==> src/rtl/imm_gen_stage.sv <==
`default_nettype none
// ============================================================================
// Module      : imm_gen_stage
// Description : Registered decode stage feeding imm_mux. Accepts one
//               instruction/PC over valid/ready, decodes the opcode into an
//               immediate type and registers all five sign-extended
//               immediates. Holds one instruction; supports stall and flush.
// Revision    : 1.0 - initial release
// ============================================================================
module imm_gen_stage #(
  parameter logic [31:0] NOP_INSTR = 32'h0000_0013,
  parameter logic [31:0] RESET_PC  = 32'h0000_0000
) (
  input  logic        clk,
  input  logic        rst_n,
  input  logic [31:0] instr_in,
  input  logic [31:0] pc_in,
  input  logic        in_valid,
  output logic        in_ready,
  input  logic        flush,
  input  logic        out_ready,
  output logic        out_valid,
  output logic [31:0] instr_out,
  output logic [31:0] pc_out,
  output logic [2:0]  imm_type,
  output logic [31:0] imm_J,
  output logic [31:0] imm_U,
  output logic [31:0] imm_B,
  output logic [31:0] imm_S,
  output logic [31:0] imm_I,
  output logic        illegal
);

  // Immediate type encodings as seen by imm_mux
  localparam logic [2:0] c_TYPE_J    = 3'b000;
  localparam logic [2:0] c_TYPE_U    = 3'b001;
  localparam logic [2:0] c_TYPE_B    = 3'b010;
  localparam logic [2:0] c_TYPE_S    = 3'b011;
  localparam logic [2:0] c_TYPE_I    = 3'b100;
  localparam logic [2:0] c_TYPE_NONE = 3'b101;

  // Major opcodes recognised by the decoder
  localparam logic [6:0] c_OP_JAL    = 7'b1101111;
  localparam logic [6:0] c_OP_LUI    = 7'b0110111;
  localparam logic [6:0] c_OP_AUIPC  = 7'b0010111;
  localparam logic [6:0] c_OP_BRANCH = 7'b1100011;
  localparam logic [6:0] c_OP_STORE  = 7'b0100011;
  localparam logic [6:0] c_OP_OPIMM  = 7'b0010011;
  localparam logic [6:0] c_OP_LOAD   = 7'b0000011;
  localparam logic [6:0] c_OP_JALR   = 7'b1100111;
  localparam logic [6:0] c_OP_OP     = 7'b0110011;
  localparam logic [6:0] c_OP_FENCE  = 7'b0001111;
  localparam logic [6:0] c_OP_SYSTEM = 7'b1110011;

  logic        r_out_valid;
  logic [31:0] r_instr;
  logic [31:0] r_pc;
  logic [2:0]  r_imm_type;
  logic [31:0] r_imm_j;
  logic [31:0] r_imm_u;
  logic [31:0] r_imm_b;
  logic [31:0] r_imm_s;
  logic [31:0] r_imm_i;
  logic        r_illegal;

  logic        w_capture;
  logic [2:0]  w_imm_type;
  logic        w_illegal;
  logic [31:0] w_imm_j;
  logic [31:0] w_imm_u;
  logic [31:0] w_imm_b;
  logic [31:0] w_imm_s;
  logic [31:0] w_imm_i;

  // Ready depends only on registered state, never on the incoming instruction
  assign in_ready  = !r_out_valid || out_ready;
  assign w_capture = in_valid && in_ready && !flush;

  // Immediate extraction; every format is produced for every instruction
  assign w_imm_i = {{20{instr_in[31]}}, instr_in[31:20]};
  assign w_imm_s = {{20{instr_in[31]}}, instr_in[31:25], instr_in[11:7]};
  assign w_imm_b = {{19{instr_in[31]}}, instr_in[31], instr_in[7],
                    instr_in[30:25], instr_in[11:8], 1'b0};
  assign w_imm_u = {instr_in[31:12], 12'b0};
  assign w_imm_j = {{11{instr_in[31]}}, instr_in[31], instr_in[19:12],
                    instr_in[20], instr_in[30:21], 1'b0};

  // Opcode decode into immediate type; unknown opcodes are flagged illegal
  always_comb begin
    w_imm_type = c_TYPE_NONE;
    w_illegal  = 1'b0;
    case (instr_in[6:0])
      c_OP_JAL:                          w_imm_type = c_TYPE_J;
      c_OP_LUI, c_OP_AUIPC:              w_imm_type = c_TYPE_U;
      c_OP_BRANCH:                       w_imm_type = c_TYPE_B;
      c_OP_STORE:                        w_imm_type = c_TYPE_S;
      c_OP_OPIMM, c_OP_LOAD, c_OP_JALR:  w_imm_type = c_TYPE_I;
      c_OP_OP, c_OP_FENCE, c_OP_SYSTEM:  w_imm_type = c_TYPE_NONE;
      default: begin
        w_imm_type = c_TYPE_NONE;
        w_illegal  = 1'b1;
      end
    endcase
  end

  // Pipeline register: flush beats capture and stall; consume just drops valid
  always_ff @(posedge clk or negedge rst_n) begin
    if (!rst_n) begin
      r_out_valid <= 1'b0;
      r_instr     <= NOP_INSTR;
      r_pc        <= RESET_PC;
      r_imm_type  <= c_TYPE_NONE;
      r_imm_j     <= 32'h0;
      r_imm_u     <= 32'h0;
      r_imm_b     <= 32'h0;
      r_imm_s     <= 32'h0;
      r_imm_i     <= 32'h0;
      r_illegal   <= 1'b0;
    end else if (flush) begin
      r_out_valid <= 1'b0;
      r_instr     <= NOP_INSTR;
      r_imm_type  <= c_TYPE_NONE;
      r_illegal   <= 1'b0;
    end else if (w_capture) begin
      r_out_valid <= 1'b1;
      r_instr     <= instr_in;
      r_pc        <= pc_in;
      r_imm_type  <= w_imm_type;
      r_imm_j     <= w_imm_j;
      r_imm_u     <= w_imm_u;
      r_imm_b     <= w_imm_b;
      r_imm_s     <= w_imm_s;
      r_imm_i     <= w_imm_i;
      r_illegal   <= w_illegal;
    end else if (r_out_valid && out_ready) begin
      r_out_valid <= 1'b0;
    end
  end

  assign out_valid = r_out_valid;
  assign instr_out = r_instr;
  assign pc_out    = r_pc;
  assign imm_type  = r_imm_type;
  assign imm_J     = r_imm_j;
  assign imm_U     = r_imm_u;
  assign imm_B     = r_imm_b;
  assign imm_S     = r_imm_s;
  assign imm_I     = r_imm_i;
  assign illegal   = r_illegal;

endmodule
`default_nettype wire

==> config.mk <==
export PLATFORM = sky130hd
export DESIGN_NAME = imm_gen_stage
export DESIGN_NICKNAME = d
export VERILOG_FILES = /design/src/rtl/imm_gen_stage.sv
export SDC_FILE = /design/constraint.sdc
export NUM_CORES = 1
export LEC_CHECK = 0
export BUFFER_PORTS_ARGS = -buffer_cell sky130_fd_sc_hd__buf_2
export CAP_MARGIN = 20
export CORE_AREA = 2 2 115 117
export CTS_BUF_LIST = sky130_fd_sc_hd__clkbuf_4
export DETAILED_ROUTE_END_ITERATION = 6
export DIE_AREA = 0 0 117 119
export PLACE_DENSITY = 0.77
export SETUP_SLACK_MARGIN = 0.5
export SLEW_MARGIN = 20
export SYNTH_ARGS = -nofsm -noshare
export SYNTH_HDL_FRONTEND = slang
export SYNTH_SLANG_ARGS = --single-unit
==> constraint.sdc <==
create_clock -name clk -period 4.56 [get_ports clk]
set_input_delay 0 -clock clk [delete_from_list [all_inputs] [get_ports clk]]
set_output_delay 0 -clock clk [all_outputs]
set_load 0.1 [all_outputs]
# After elaboration in Yosys (flattened, before gate mapping)
# Index checks and enable logic that the tools add are counted.
[classes]
n_reduce_logical = 12
n_eq_ne = 11
n_bitwise = 1
mux = 11
[ops]
columns = ["op", "n"]
rows = [
  ["$mux 32", 2],
  ["$eq 7x7->1 const B", 4],
  ["$eq 7x6->1 const B", 3],
  ["$pmux 3 s5", 1],
  ["$eq 7x5->1 const B", 2],
  ["$reduce_or 11->1", 1],
  ["$eq 7x2->1 const B", 1],
  ["$eq 7x4->1 const B", 1],
  ["$mux 1", 6],
  ["$mux 3", 2],
  ["$logic_and 1x1->1", 3],
  ["$reduce_bool 3->1", 1],
  ["$reduce_or 3->1", 1],
  ["$logic_not 1->1", 2],
  ["$reduce_and 2->1", 1],
  ["$reduce_bool 2->1", 1],
  ["$reduce_or 2->1", 1],
  ["$logic_or 1x1->1", 1],
  ["$not 1->1", 1],
]
[totals]
output_inout_bits = 230
elab_cells = 45
in_bits = 69
regBits = 145

# Depth between registers and ports, before layout
# Gate-level depths: netlist of run 1.
[logic_depth]
ltp_word = 6
mapped_depth = 7
ltp_nobuf = 4

# Worst setup path after synthesis of run 1
# Ideal clock, no wire load.
[synth_path]
path_type = "flip-flop to output port"
from = "register imm_S[11] (netlist name)"
to = "output imm_B[13]"
slack_ns = 2.009
path_stages_with_launch = 2
required_ns = 4.560
arrival_ns = 2.551
path_cell_list = "dfrtp_1 -> buf_4"
[synth_lines]
columns = ["element", "line_no", "source"]
rows = [
  ["to (decl)", "28", "output logic [31:0] imm_B,"],
]

# Worst setup path after layout of run 1
[layout_path]
from = "register r_out_valid, in the netlist out_valid"
to = "register r_pc[4], in the netlist pc_out[4]"
[layout_between]
elab_chain_cells = 5
[layout_lines]
columns = ["element", "line_no", "source"]
rows = [
  ["from (decl)", "55", "logic r_out_valid;"],
  ["from (signal assigned)", "109", "r_out_valid <= 1'b0;"],
  ["from (signal assigned)", "120", "r_out_valid <= 1'b0;"],
  ["from (signal assigned)", "125", "r_out_valid <= 1'b1;"],
  ["$logic_not 1->1", "76", "assign in_ready = !r_out_valid || out_ready;"],
  ["$logic_or 1x1->1", "76", ""],
  ["$logic_and 1x1->1 (2 in a row)", "77", "assign w_capture = in_valid && in_ready && !flush;"],
  ["$reduce_and 2->1 (no source line)", "--", ""],
  ["to (signal assigned)", "127", "r_pc <= pc_in;"],
  ["to (decl)", "57", "logic [31:0] r_pc;"],
]
# Every way passes these cells.
# A chain may end at the register's enable or synchronous reset.

==> reports/results.ini, run 1 <==
[status]
status = complete, no violations

[timing]
rsz0062_at_grt = false
slew_viol_final = 0
min_period_ps = 2320
slew_headroom_pct = 34.9
worst_pin_slew_ps = 976
final.setup_skew_ps = 13.8
finalCritPeriodShare_pct = 50.9
fmax_ghz = 0.431
setup_ws_ps = 2240
final_hold_viol_count = 0
tns_ps = 0
setup_viol = 0

[worst_setup_path]
crit_chain = nand2b_1 > nor3b_4 > nand2_1 > dlygate4sd3_1 > nand2_1
worstPathRequired_ps = 4940
cp-start-kind = flip-flop
cp_slowest_cell = nor3b_4
crit_arrival_ps = 2710
slowest_delay_ps = 850
crit_fanout = 22
crit_type = reg2reg
endpoint_kind = flip-flop
path_buf_inv = 1
worst_path_most_repeated_cell = nand2_1
critical_path.top_delay_family = simple AND/OR/NAND/NOR gates

[detailed_routing]
drt-pass1-iter-count = 4
vias_per_cell = 4.37
drt-initial-drc-count = 176
drc_errors = 0
wirelength_um = 12300
detail_route.wl_per_cell_um = 13.4
num_vias = 4009
drtAntennaViolNets = 0

[clock_network]
ctsResizeCount = 0
cts_setup_buffers = 0
cts_tree = yes
cts_buffers = 9
clock-sinks = 94
clock_latency_ps = 440
cts_root_buffer = clkbuf_4
path_clk_slew_ps = 150
cts.htree.levels = 3
clk_path_buf_depth = 2

[global_routing]
grt-ovfl-total = 0
antenna_found_initial = 0
grt_pass1_wl_um = 19000
grt_pass1_vias = 3842
grt_use_total_pct = 17.6
grt_start_max_net_pins = 76

[power_and_ir_drop]
sw_frac_of_total_pct = 65.5
internal-power_mw = 1.32
switchingPower_mw = 2.50
sequentialPowerShare_pct = 26.0
powerDensity_mw_per_mm2 = 625
power_frac_clock_pct = 10.3
peakVddDrop_uv = 286
p_comb_share_pct = 63.7
p_leak_nw = 3.56

[floorplanning]
die_x_um = 117
io_pins = 299
die_h_um = 119
fp.dieArea_sq_mm = 0.0139
rows = 42
initial_core_util_pct = 35.6
coreArea_sq_mm = 0.0129

[logic_synthesis]
synth_common_cells = nand2_1 (203), buf_4 (137), dfrtp_1 (89)
synthesis.area_sq_mm = 0.00459
ys_ff_latch = 94
async_reset_ff_share_pct = 100
synthMostInstantiatedCell = nand2_1
ys_warn_count = 0
syn-instance-count = 501
yosysUniqueCellTypes = 27
synth_top_area_share_pct = 48.5
synth_top_cell_by_area = dfrtp_1
synthFlopType = dfrtp_1
avgSynthCellArea_sq_um = 9.16
synthTopCellsByArea = dfrtp_1 (49%), buf_4 (22%), nand2_1 (17%)
seq_area_frac_synth_pct = 51.4
synth-edff-count = 0

[min_path]
min_path_type = in2async

[layout]
area_growth_pct = 33.3
fillers = 1172
drive_above_1_share_pct = 42.4
antennaDiodeCount = 0
nets = 805

[placement]
io_buffers = 284
hpwl_um = 7580
gp_congestion = 0.791
post-place-ws_ps = 2440

[job]
cap_viol_max_count = 0

[power by group through the flow]
| stage | Clock [mW] | Sequential, mW | Combinational, mW |
|---|---|---|---|
| after floorplan | 0 | 1.70 | 1.60 |
| after global placement | 0 | 1.01 | 2.37 |
| after detailed placement | 0 | 1.01 | 2.38 |
| after CTS | 0.413 | 0.994 | 2.43 |
| after global routing | 0.447 | 1.01 | 2.51 |
| final | 0.396 | 0.994 | 2.43 |
[repair_timing]
action | 4_1_cts | 5_1_grt
hold endpoints to repair | 144 | 0
endpoints found under the setup margin | 0 | 0
hold buffers | 77 | 0
[flip-flops by register name, indices dropped and copies added, names as in the netlist]
name	count
instr_out	32
imm_S	12
illegal	1
imm_U	8
imm_I	5
pc_out	32
out_valid	1
imm_type	3
[area by class of cell]
| cell class | count | area (sq um) | area share [%] |
|---|---|---|---|
| Timing Repair Buffer | 366 | 2240 | 36.7 |
| Sequential cell | 94 | 2360 | 38.6 |
| Tap cell | 176 | 220 | 3.60 |
| Clock buffer | 10 | 75.1 | 1.23 |
| Inverter | 1 | 3.75 | 0.0614 |
| Multi-Input combinational cell | 264 | 1180 | 19.2 |
| Clock inverter | 6 | 38.8 | 0.634 |
[cell usage in the layout, fill, tap and decap left out, drive strengths merged]
cell,instances
clkinv,4
nor3b,1
nand3b,1
nand2,203
nand3,3
buf,289
nor3,1
a21oi,4
nor2,3
dfstp,5
nor2b,2
o32ai,1
o22a,4
clkbuf,10
a32oi,1
nor4bb,1
a22o,15
inv,1
dlygate4sd3,77
clkinvlp,2
mux2,1
nand2b,3
o32a,1
a21o,1
conb,14
a31oi,1
dfrtp,89
o21ai,3
[metrics by stage]
step	std cells	total power, mW	hold WS [ps]	utilization, %	instance area (sq um)
2_1_floorplan	514	3.30	-296	-	4640
3_3_place_gp	824	3.38	56.3	40.6	5230
3_5_place_dp	824	3.39	65.4	40.6	5230
4_1_cts	917	3.84	95.7	47.5	6120
5_1_grt	917	3.96	156	47.5	6120
6_report	917	3.82	144	47.5	6120
[final timing paths]
| kind | start | endpoint | slack (ps) | cells past startpoint |
|---|---|---|---|---|
| max | out_valid | pc_out[4] | 2240 | 5 |
| min | rst_n | imm_U[13] | 140 | 2 |
| max reg2reg | out_valid | pc_out[4] | 2240 | 5 |
| min reg2reg | instr_out[11] | instr_out[11] | 490 | 2 |
| max in group asynchronous | rst_n | instr_out[4] | 3390 | 3 |
| min in group clk | pc_in[12] | pc_out[12] | 290 | 4 |
[kinds of logic (layout without fill, tap and decap cells)]
group	Yosys count	after routing	share of synthesized area [%]
compound gates	31	31	5.29
flops	94	94	51.4
other cells	1	14	0.0817
mux	1	1	0.245
buf+inv	156	383	24.3
simple gates	218	218	18.7
[per-layer routing]
layer | vias to the layer above | wire (um) | GRT usage [%]
li1 | 1887 | - | -
met1 | 1872 | 4790 | 20.3
met2 | 214 | 6220 | 30.2
met3 | 36 | 822 | 4.33
met4 | 0 | 465 | 8.09
met5 | - | 0 | 0
(Power assumes the default switching activity.)
==> run 2, diff against run 1 <==
--- a/config.mk
+++ b/config.mk
@@ -5,6 +5,7 @@
 export SDC_FILE = /design/constraint.sdc
 export NUM_CORES = 1
 export LEC_CHECK = 0
+export ABC_AREA = 1
 export BUFFER_PORTS_ARGS = -buffer_cell sky130_fd_sc_hd__buf_2
 export CAP_MARGIN = 20
 export CORE_AREA = 2 2 115 117
==> constraint.sdc (replaced) <==
create_clock -name clk -period 2.36 [get_ports clk]
set_input_delay 0 -clock clk [delete_from_list [all_inputs] [get_ports clk]]
set_output_delay 0 -clock clk [all_outputs]
set_load 0.1 [all_outputs]
==> run 2 against run 1 <==
Clock skew increased by 1.4 ps. Via count increased by 0.60%. Largest power group unchanged. Critical path type is now reg2out. Clock-buffer cell count unchanged. Clock power increased by 92%.
==> reports/results.ini, run 2 <==
[status]
status = complete, no violations

[detailed_routing]
wirelength_um = 12800  ; +4.0%
drt-initial-drc-count = 191  ; +8.5%
drt-pass1-iter-count = 4  ; unchanged
drc_errors = 0  ; unchanged
num_vias = 4033  ; +0.60%
vias_per_cell = 4.25  ; -2.9%
detail_route.wl_per_cell_um = 13.5  ; +0.42%
drtAntennaViolNets = 0  ; unchanged

[min_path]
min_path_type = in2async

[layout]
area_growth_pct = 33.2  ; about the same
layout.cells.non_filler = 950  ; +3.6%
final_common_cell = buf_2
nets = 836  ; +3.9%
final_cell_mix = buf_2 (282), nand2_1 (207), dfrtp_1 (87), dlygate4sd3_1 (69), o21ai_0 (21)
drive_above_1_share_pct = 41.5  ; -0.92 points

[floorplanning]
fp.dieArea_sq_mm = 0.0139  ; unchanged
rows = 42  ; unchanged
io_pins = 299  ; unchanged
die_x_um = 117  ; unchanged
die_h_um = 119  ; unchanged
coreArea_sq_mm = 0.0129  ; unchanged
initial_core_util_pct = 35.8  ; +0.13 points

[logic_synthesis]
synthTopCellsByArea = dfrtp_1 (48%), buf_4 (22%), nand2_1 (17%)
ys_warn_count = 0  ; unchanged
seq_area_frac_synth_pct = 51.2  ; -0.18 points
synth_top_area_share_pct = 48.4  ; -0.17 points
syn-instance-count = 531  ; +6.0%
ys_ff_latch = 94  ; unchanged
synthesis.area_sq_mm = 0.00461  ; +0.35%
synth_top_cell_by_area = dfrtp_1
yosysUniqueCellTypes = 21  ; -22%
async_reset_ff_share_pct = 100  ; unchanged
synthMostInstantiatedCell = nand2_1
synthFlopType = dfrtp_1
avgSynthCellArea_sq_um = 8.67  ; -5.3%
synth-edff-count = 0  ; unchanged
synth_common_cells = nand2_1 (207), buf_4 (135), dfrtp_1 (89)

[timing]
setup_viol = 0  ; unchanged
tns_ps = 0  ; unchanged
worst_pin_slew_ps = 625  ; -350 ps
rsz0062_at_grt = false
fmax_ghz = 0.581
hold-worst-slack_ps = 95.3  ; -48.9 ps
min_period_ps = 1720
finalCritPeriodShare_pct = 72.9
final_hold_viol_count = 0  ; unchanged
slew_headroom_pct = 58.3  ; +23 points
setup_ws_ps = 639  ; -1600 ps
final.setup_skew_ps = 15.1  ; +1.36 ps
slew_viol_final = 0  ; unchanged

[global_routing]
grt_pass1_vias = 3709  ; -3.5%
grt_pass1_wl_um = 18800  ; -1.1%
antenna_found_initial = 2  ; +2
grt_start_max_net_pins = 77  ; +1.3%
grt-ovfl-total = 0  ; unchanged
grt_use_total_pct = 17.7  ; +0.15 points

[power_and_ir_drop]
peakVddDrop_uv = 514  ; +80%
p_leak_nw = 3.64  ; +2.2%
powerDensity_mw_per_mm2 = 1210  ; +93%

[worst_setup_path]
critical_path.top_delay_family = buffers and inverters
cp-start-kind = flip-flop
worstPathRequired_ps = 2360  ; -2580 ps
crit_arrival_ps = 1720  ; -990 ps
endpoint_kind = primary output
crit_chain = buf_12 > buf_2
slowest_delay_ps = 590  ; -260 ps
cp_slowest_cell = dfrtp_4
crit_type = reg2out
path_buf_inv = 2  ; +1
crit_fanout = 38  ; +73%

[placement]
hpwl_um = 8160  ; +7.6%
post-place-ws_ps = 794  ; -1650 ps
dpl.cell_count = 861  ; +4.5%
io_buffers = 284  ; unchanged
gp_congestion = 0.807  ; +2.0%

[job]
cap_viol_max_count = 0  ; unchanged

[clock_network]
clock_latency_ps = 460  ; +20 ps
clock-sinks = 94  ; unchanged
path_clk_slew_ps = 150  ; about the same
cts_buffers = 9  ; unchanged
clk_path_buf_depth = 2  ; unchanged
cts_root_buffer = clkbuf_4
cts.htree.levels = 3  ; unchanged
cts_tree = yes

-- run 2: worst reg2reg max path: stages, from the launching register on --
cell and delay [ps]:
dfrtp_2 400, nand2_4 70, nand2_1 100, nor2_4 40, inv_2 260, buf_4 420
nor2_1 100, a21oi_1 140
-- run 2: timing repair --
action / in CTS / in global routing
setup endpoints to repair: 75 / 75
buffers inserted: 0 / 2
hold buffers: 69 / 0
endpoints found under the hold margin: 183 / 0
pin swaps: 0 / 0
resized for setup: 1 / 1
-- run 2: layout make-up --
type | count | area (sq um)
Fill cell | 1173 | 6740
Sequential cell | 94 | 2360
Timing Repair Buffer | 364 | 2230
Multi-Input combinational cell | 279 | 1130
Tap cell | 176 | 220
Clock buffer | 10 | 75.1
Inverter | 19 | 71.3
Clock inverter | 6 | 37.5
Antenna cell | 2 | 5.00
-- run 2: power by group --
group / total (mW) / switching [mW] / internal (mW)
logic: 4.72 / 4.18 / 0.539
clock network: 0.761 / 0.535 / 0.225
registers: 1.94 / 0.143 / 1.79
-- run 2: per-stage QoR --
step | power [mW] | utilization [%] | cell area [sq um]
2_1_floorplan | 6.35 | - | 4660
3_3_place_gp | 6.53 | 41.1 | 5290
3_5_place_dp | 6.55 | 41.1 | 5290
4_1_cts | 7.42 | 47.4 | 6100
5_1_grt | 7.69 | 47.7 | 6140
6_report | 7.41 | 47.7 | 6140
-- run 2: metal layers --
| metal | vias to the layer above | track usage [%] | wire [um] |
|---|---|---|---|
| met1 | 1877 | 19.8 | 4950 |
| met3 | 23 | 4.94 | 868 |
| met4 | 0 | 7.21 | 291 |
| li1 | 1943 | - | - |
| met2 | 190 | 31.4 | 6690 |
| met5 | - | 0 | 0 |
-- run 2: worst paths after layout --
| path | startpoint | endpoint | slack, ps | cells after the start |
|---|---|---|---|---|
| max in group asynchronous | rst_n | imm_type[2] | 1590 | 3 |
| min | rst_n | pc_out[20] | 100 | 2 |
| min in group clk | pc_in[14] | pc_out[14] | 270 | 4 |
| max | imm_S[11] | imm_I[28] | 640 | 2 |
| min reg2reg | instr_out[7] | instr_out[7] | 480 | 2 |
| max reg2reg | out_valid | imm_type[2] | 760 | 7 |
-- run 2: logic make-up after synthesis --
logic type             after synthesis  synth area share (%)
DFF                                 94                  51.2
and+or+nand+nor                    233                  19.4
AOI/OAI and AO/OA                   32                  3.72
buffers and inverters              171                  25.6
other                                1                0.0814
